$ cat config.mk
export PLATFORM = sky130hd
export DESIGN_NAME = rgb_color_sweep
export DESIGN_NICKNAME = d
export VERILOG_FILES = /design/src/rtl/rgb_color_sweep.sv
export SDC_FILE = /design/constraint.sdc
export NUM_CORES = 1
export LEC_CHECK = 0
export CORE_MARGIN = 8
export CORE_UTILIZATION = 60
export CTS_CLUSTER_SIZE = 8
export DETAILED_ROUTE_END_ITERATION = 10
export GPL_TIMING_DRIVEN = 0
export HOLD_SLACK_MARGIN = 0.12
export PLACE_DENSITY = 0.87
export RECOVER_POWER = 50
export SYNTH_ARGS = -nofsm -noshare
export SYNTH_HDL_FRONTEND = slang
export SYNTH_SLANG_ARGS = --single-unit
$ cat constraint.sdc
create_clock -name clk -period 7.6 [get_ports clk]
set_input_delay 1.52 -clock clk [delete_from_list [all_inputs] [get_ports clk]]
set_output_delay 1.52 -clock clk [all_outputs]
set_load 0.05 [all_outputs]
$ cat src/rtl/rgb_color_sweep.sv
// Six-sector HSV hue-wheel sweeper driving the RGB PWM duty words, with brightness scaling.
// Optional breathing envelope on the brightness is enabled by defining RGB_SWEEP_BREATHE_EN.
`timescale 1ns/1ps

module rgb_color_sweep #(
  parameter int DUTY_W     = 8,
  parameter int PRESCALE_W = 24
) (
  input  logic                  clk,
  input  logic                  reset,
  input  logic                  enable,
  input  logic [PRESCALE_W-1:0] step_div,
  input  logic [DUTY_W-1:0]     brightness,
  input  logic                  hue_load,
  input  logic [DUTY_W+2:0]     hue_value,
  output logic [DUTY_W-1:0]     red_duty,
  output logic [DUTY_W-1:0]     green_duty,
  output logic [DUTY_W-1:0]     blue_duty,
  output logic [2:0]            sector,
  output logic                  wrap
);

  localparam logic [DUTY_W-1:0] M       = '1;
  localparam logic [2:0]        SEC_MAX = 3'd5;

  logic [PRESCALE_W-1:0] pcnt;
  logic [2:0]            sec;
  logic [DUTY_W-1:0]     frac;
  logic                  tick;
  logic [2:0]            load_sec;
  logic [DUTY_W-1:0]     map_r, map_g, map_b;
  logic [DUTY_W-1:0]     raw_r, raw_g, raw_b;
  logic [DUTY_W-1:0]     scale_bright;
  logic [DUTY_W:0]       bright_inc;
  logic [2*DUTY_W:0]     prod_r, prod_g, prod_b;
  logic                  scale_unused;

  // >= rather than == so a step_div lowered mid-count ticks on the next cycle
  assign tick     = enable && (pcnt >= step_div);
  assign load_sec = hue_value[DUTY_W+2:DUTY_W];
  assign sector   = sec;

  always_ff @(posedge clk or posedge reset) begin
    if (reset) begin
      pcnt <= '0;
    end else if (hue_load) begin
      pcnt <= '0;
    end else if (enable) begin
      if (pcnt >= step_div) pcnt <= '0;
      else                  pcnt <= pcnt + PRESCALE_W'(1);
    end
  end

  always_ff @(posedge clk or posedge reset) begin
    if (reset) begin
      sec  <= '0;
      frac <= '0;
      wrap <= 1'b0;
    end else begin
      wrap <= 1'b0;
      if (hue_load) begin
        sec  <= (load_sec > SEC_MAX) ? 3'd0 : load_sec;
        frac <= hue_value[DUTY_W-1:0];
      end else if (tick) begin
        if (frac == M) begin
          frac <= '0;
          if (sec >= SEC_MAX) begin
            sec  <= '0;
            wrap <= 1'b1;
          end else begin
            sec <= sec + 3'd1;
          end
        end else begin
          frac <= frac + DUTY_W'(1);
        end
      end
    end
  end

  always_comb begin
    map_r = '0;
    map_g = '0;
    map_b = '0;
    case (sec)
      3'd0: begin map_r = M;        map_g = frac;     map_b = '0;       end
      3'd1: begin map_r = M - frac; map_g = M;        map_b = '0;       end
      3'd2: begin map_r = '0;       map_g = M;        map_b = frac;     end
      3'd3: begin map_r = '0;       map_g = M - frac; map_b = M;        end
      3'd4: begin map_r = frac;     map_g = '0;       map_b = M;        end
      3'd5: begin map_r = M;        map_g = '0;       map_b = M - frac; end
      default: ;
    endcase
  end

  always_ff @(posedge clk or posedge reset) begin
    if (reset) begin
      raw_r <= '0;
      raw_g <= '0;
      raw_b <= '0;
    end else begin
      raw_r <= map_r;
      raw_g <= map_g;
      raw_b <= map_b;
    end
  end

`ifdef RGB_SWEEP_BREATHE_EN
  logic [DUTY_W-1:0] env;
  logic [DUTY_W-1:0] eff_bright;
  logic              env_down;
  logic [2*DUTY_W:0] prod_env;
  logic              env_unused;

  assign prod_env     = (2*DUTY_W+1)'(brightness) * (2*DUTY_W+1)'({1'b0, env} + (DUTY_W+1)'(1));
  assign env_unused   = ^{prod_env[2*DUTY_W], prod_env[DUTY_W-1:0]};
  assign scale_bright = eff_bright;

  // Triangle envelope: ramps up to M, back down to 0, one step per hue tick
  always_ff @(posedge clk or posedge reset) begin
    if (reset) begin
      env        <= '0;
      env_down   <= 1'b0;
      eff_bright <= '0;
    end else begin
      eff_bright <= prod_env[2*DUTY_W-1:DUTY_W];
      if (tick) begin
        if (!env_down) begin
          if (env == M) begin
            env_down <= 1'b1;
            env      <= env - DUTY_W'(1);
          end else begin
            env <= env + DUTY_W'(1);
          end
        end else if (env == '0) begin
          env_down <= 1'b0;
          env      <= env + DUTY_W'(1);
        end else begin
          env <= env - DUTY_W'(1);
        end
      end
    end
  end
`else
  assign scale_bright = brightness;
`endif

  // Scaling by brightness+1 makes brightness=M an exact pass-through
  assign bright_inc   = {1'b0, scale_bright} + (DUTY_W+1)'(1);
  assign prod_r       = (2*DUTY_W+1)'(raw_r) * (2*DUTY_W+1)'(bright_inc);
  assign prod_g       = (2*DUTY_W+1)'(raw_g) * (2*DUTY_W+1)'(bright_inc);
  assign prod_b       = (2*DUTY_W+1)'(raw_b) * (2*DUTY_W+1)'(bright_inc);
  assign scale_unused = ^{prod_r[2*DUTY_W], prod_r[DUTY_W-1:0],
                          prod_g[2*DUTY_W], prod_g[DUTY_W-1:0],
                          prod_b[2*DUTY_W], prod_b[DUTY_W-1:0]};

  always_ff @(posedge clk or posedge reset) begin
    if (reset) begin
      red_duty   <= '0;
      green_duty <= '0;
      blue_duty  <= '0;
    end else begin
      red_duty   <= prod_r[2*DUTY_W-1:DUTY_W];
      green_duty <= prod_g[2*DUTY_W-1:DUTY_W];
      blue_duty  <= prod_b[2*DUTY_W-1:DUTY_W];
    end
  end

endmodule

Word-level counts from Yosys, hierarchy flattened
Index checks and enable logic that the tools add are counted.
W data, S select, Z words.
Word-level totals
  flip-flop bits (word level): 84
  output and inout port bits: 28
  word-level logic and storage cells: 54
Operators by class
  add/sub/neg operators: 5
  multiply operators: 3
  $lt $le $gt $ge: 3
  equality and inequality tests: 6
  mux-type cells: 18
  reduce and logical (&&, ||, !) cells: 9
Operators by type and width (count)
  $mux W24: 3
  $pmux W8 S3: 3
  $mul A8 B9 Y16: 3
  $add A24 B1 Y24 const B: 1
  $ge A24 B24 Y1: 1
  $mux W8: 3
  $mux W3: 5
  $add A8 B1 Y9 const B: 1
  $add A8 B1 Y8 const B: 1
  $eq A8 B8 Y1 const B: 1
  $sub A8 B8 Y8 const A: 1
  $eq A3 B2 Y1 const B: 2
  $eq A3 B3 Y1 const B: 2
  $reduce_bool A2 Y1: 3
  $reduce_or A2 Y1: 3
  $mux W1: 4
  $add A3 B1 Y3 const B: 1
  $eq A3 B1 Y1 const B: 1
  $ge A3 B3 Y1 const B: 1
  $gt A3 B3 Y1 const B: 1
  $logic_not A3 Y1: 1
  $reduce_and A2 Y1: 1
  $logic_and A1 B1 Y1: 1

Longest topological paths before layout
  depth after elaboration: 5
  mapped depth: 20

Worst setup path before layout
OpenSTA, ideal clock, no wires.
  kind: input to register
  from: in brightness[0]
  to: reg green_duty[7]
  library setup time: 0.080 ns
  data arrival time: 6.163 ns
  data required time: 7.520 ns
  slack: 1.357 ns
  stages on the path: 20
  buffers on the path: 2
  cell sequence: clkbuf_1 nand3_1 xnor2_1 clkbuf_1 nand2_1 fa_1 fa_1 inv_1 fa_1 inv_1 fa_1 inv_1 ha_1 a2111oi_0 o31ai_1 nand3_1 a21oi_1 a21o_1 a21oi_1 xnor2_1
On the way
  word-level cells in the longest chain between the ends: 2
Ends and longest elaborated chain
  start, declared: RTL line 13  | input logic [DUTY_W-1:0] brightness,
  $add A8 B1 Y9: RTL line 148  | assign bright_inc = {1'b0, scale_bright} + (DUTY_W+1)'(1);
  $mul A8 B9 Y16: RTL line 150  | assign prod_g = (2*DUTY_W+1)'(raw_g) * (2*DUTY_W+1)'(bright_inc);
  net prod_g[15]: RTL line 35  | logic [2*DUTY_W:0] prod_r, prod_g, prod_b;
  end signal, assigned: RTL line 163  | green_duty <= prod_g[2*DUTY_W-1:DUTY_W];
  end, declared: RTL line 17  | output logic [DUTY_W-1:0] green_duty,
The timed path passes the listed nets, and every way through them passes these cells.
A chain may end at the register's enable or synchronous reset.

Final worst setup path
  from: in brightness[1]
  to: reg green_duty[7]
The elaborated chain is that of the path after synthesis.

==> flow_metrics.py <==
metrics = {
    "synth": {
        "async_reset_ff_share_pct": 100,
        "ys_top_cells_by_area": "fa_1 22%, dfrtp_1 20%, ha_1 15%, and2_1 7.9%, inv_1 6.5%",
        "synth_edf_count": 0,
        "netlist_area_sq_um": 10700,
        "ys.flop_type": "dfrtp_1",
        "netlist.area_leader.share_pct": 22.4,
        "ys_seq_area_share_pct": 19.6,
        "synth_seq_cells": 84,
        "ys_types": 59,
        "yosys.area.top_type": "fa_1",
        "syn_nets": 1495,
        "syn_avg_cell_area_sq_um": 8.96,
        "yosysWarnings": 0,
        "synthCells": 1199,
    },
    "status": {
        "run_status": "finished with violations",
        "violations": "max-capacitance violations, max-slew violations",
    },
    "power_and_ir_drop": {
        "seqPwrFrac_pct": 18.6,
        "intPower_mw": 1.73,
        "clkPwrFrac_pct": 14.1,
        "peakVddDrop_mv": 0.348,
        "combinationalPowerShare_pct": 67.3,
        "netSwitchingPower_mw": 1.59,
        "p_sw_share_pct": 47.9,
        "power_mw": 3.32,
        "p_per_area_nw_per_um2": 275,
        "p_leak_nw": 6.06,
    },
    "clock_tree": {
        "clk_pin_slew_ns": 0.08,
        "root_buffer": "clkbuf_16",
        "cts_hold_repair.buffers": 0,
        "post_cts_resized": 0,
        "cts_buffers": 9,
        "postCtsSetupBuffers": 0,
        "clock_latency_ns": 0.37,
        "cts_tree": "done",
        "clockBufferDepth": 2,
        "cts_num_sinks": 84,
        "htree_levels": 3,
    },
    "sta": {
        "worst_slew_pin_slew_ns": 3.73,
        "setup_viol": 0,
        "slew_headroom_pct": -149,
        "fin_crit_sh_pct": 95.4,
        "fmax_mhz": 138,
        "period_needed_ns": 7.25,
        "setup_tns_ns": 0,
        "maxSlewViolCount": 69,
        "fin_worst_skew_ns": 0.0116,
        "rsz0062_at_grt": "no",
        "hold_slack_ns": 0.566,
        "hold_viol": 0,
    },
    "route": {
        "first_pass_iters": 5,
        "vias_per_cell": 5.75,
        "wl_met1_microns": 10400,
        "route.met3.wl_microns": 1930,
        "initialDrtViolationCount": 612,
        "drt_wl_total_microns": 26200,
        "ant_nets": 0,
        "drc_errors": 0,
        "top_layer": "met4",
        "met2_wirelength_microns": 12900,
        "vias": 8729,
        "wl_per_cell_microns": 17.3,
    },
    "layout": {
        "layout_common_cells": "184 x inv_1, 136 x and2_1, 129 x ha_1, 120 x fa_1, 117 x nand2_1",
        "layout_commonest_cell": "inv_1",
        "fin_nets": 1579,
        "final_area_sq_um": 12100,
        "diodes": 0,
        "area_delta_synth_final_pct": 12.4,
        "drive_gt1_share_pct": 2.72,
    },
    "floorplan": {
        "rows": 49,
        "start_util_pct": 60.4,
        "core_area_sq_um": 17800,
        "die_y_microns": 150,
        "io_pins": 75,
        "dieArea_sq_um": 22400,
        "die_width_microns": 150,
    },
    "grt": {
        "grt_max_degree": 69,
        "grt_antenna_before_repair": 0,
        "grt_pass1_wl_microns": 44500,
        "grt.total_usage_pct": 24.8,
        "gr-total-overflow": 0,
        "grt_pass1_vias": 9183,
    },
    "critical_path": {
        "max_stage_delay_ns": 0.57,
        "cp_max_fo": 10,
        "cp_cell_sequence": "clkdlybuf4s50_1, ha_1, xor2_1, clkbuf_1, nand2_1, fa_1, fa_1, inv_1, fa_1, inv_1, fa_1, inv_1, ha_1, a2111oi_0, o31ai_1, nand3_1, a21oi_1, a21o_1, a21oi_1, xnor2_1",
        "cp_common_cell": "fa_1",
        "startpoint_type": "input port",
        "crit_type": "input port to flop",
        "cpMaxStageDelayCell": "xor2_1",
        "end_kind": "flop",
        "cp_data_arrival_time_ns": 7.55,
        "critical_path_required_ns": 7.90,
    },
    "place": {
        "post_dp_cell_area_sq_um": 11800,
        "dp_hpwl_microns": 20300,
        "place_congestion": 0.899,
        "port_buffers": 72,
    },
    "run": {
        "max_cap_viol_count": 1,
    },
    "min_path": {
        "hold_class": "flop to flop",
    },
}
## power groups by stage
stage,registers (mW),logic [mW],clock network (mW)
3_5_place_dp,0.624,2.23,0
4_1_cts,0.615,2.25,0.474
6_report,0.617,2.24,0.469
2_1_floorplan,0.797,1.50,0
3_3_place_gp,0.622,2.10,0
5_1_grt,0.629,2.55,0.491
## registers in the layout, indices dropped and copies added, names as in the netlist
register    flops
frac            8
blue_duty       8
raw_r           8
green_duty      8
pcnt           24
sector          3
raw_b           8
red_duty        8
raw_g           8
wrap            1
## synth_stat cells (11+ instances only)
| library cell | number |
|---|---|
| a21oi_1 | 51 |
| nor2b_1 | 25 |
| nand2b_1 | 19 |
| nand2_1 | 117 |
| and2_1 | 136 |
| nor2_1 | 30 |
| o21ai_0 | 33 |
| clkbuf_1 | 44 |
| o21a_1 | 11 |
| inv_1 | 185 |
| nor3_1 | 12 |
| and3_1 | 14 |
| fa_1 | 120 |
| xor2_1 | 19 |
| ha_1 | 129 |
| nand3_1 | 31 |
| xnor2_1 | 24 |
| dfrtp_1 | 84 |
## worst max-delay path: cells and delay by family
kind	cells	cell delay [ns]
AO/OA/AOI/OAI	5	1.12
XOR/XNOR	2	0.70
adder cells (fa/ha/maj)	6	2.64
buffers and inverters	5	1.23
AND/OR/NAND/NOR	2	0.34
## worst paths after layout
path | cells after the start | slack, ns | startpoint | endpoint
min reg2reg | 1 | 0.57 | pcnt[3] | pcnt[3]
max in group asynchronous | 3 | 1.89 | reset | green_duty[0]
max reg2reg | 15 | 2.86 | raw_b[5] | blue_duty[7]
min in group asynchronous | 2 | 1.73 | reset | blue_duty[4]
max | 20 | 0.35 | brightness[1] | green_duty[7]
min | 1 | 0.57 | pcnt[3] | pcnt[3]
## through the flow
stage,worst slack [ns],instances,utilization (%)
after floorplan,1.36,1199,-
after global placement,-0.211,1500,66.1
after detailed placement,-0.323,1501,66.2
after CTS,0.0104,1517,68.0
after global routing,0.00666,1517,67.9
final,0.350,1517,67.9
## layout make-up
cell class                      count  area, sq um
Multi-Input combinational cell    881         7760
Fill cell                        1348         5710
Sequential cell                    84         2100
Timing Repair Buffer               73          724
Inverter                          186          699
Tap cell                          229          287
Clock buffer                        9          225
Buffer                             48          190
Clock inverter                      7         81.3
## metal layers
| layer | up-vias | global-route usage [%] |
|---|---|---|
| met5 | - | 0 |
| met2 | 370 | 42.0 |
| li1 | 4042 | - |
| met3 | 79 | 5.08 |
| met1 | 4238 | 29.7 |
| met4 | 0 | 11.7 |
## logic make-up after synthesis
| kind of cell | synth area share, % |
|---|---|
| and+or+nand+nor | 21.2 |
| adders and majority gates | 37.4 |
| buffers and inverters | 8.23 |
| AOI/OAI and AO/OA | 9.65 |
| DFF | 19.6 |
| xor gates and xnor gates | 3.51 |
| muxes | 0.408 |
(Power assumes the default switching activity.)
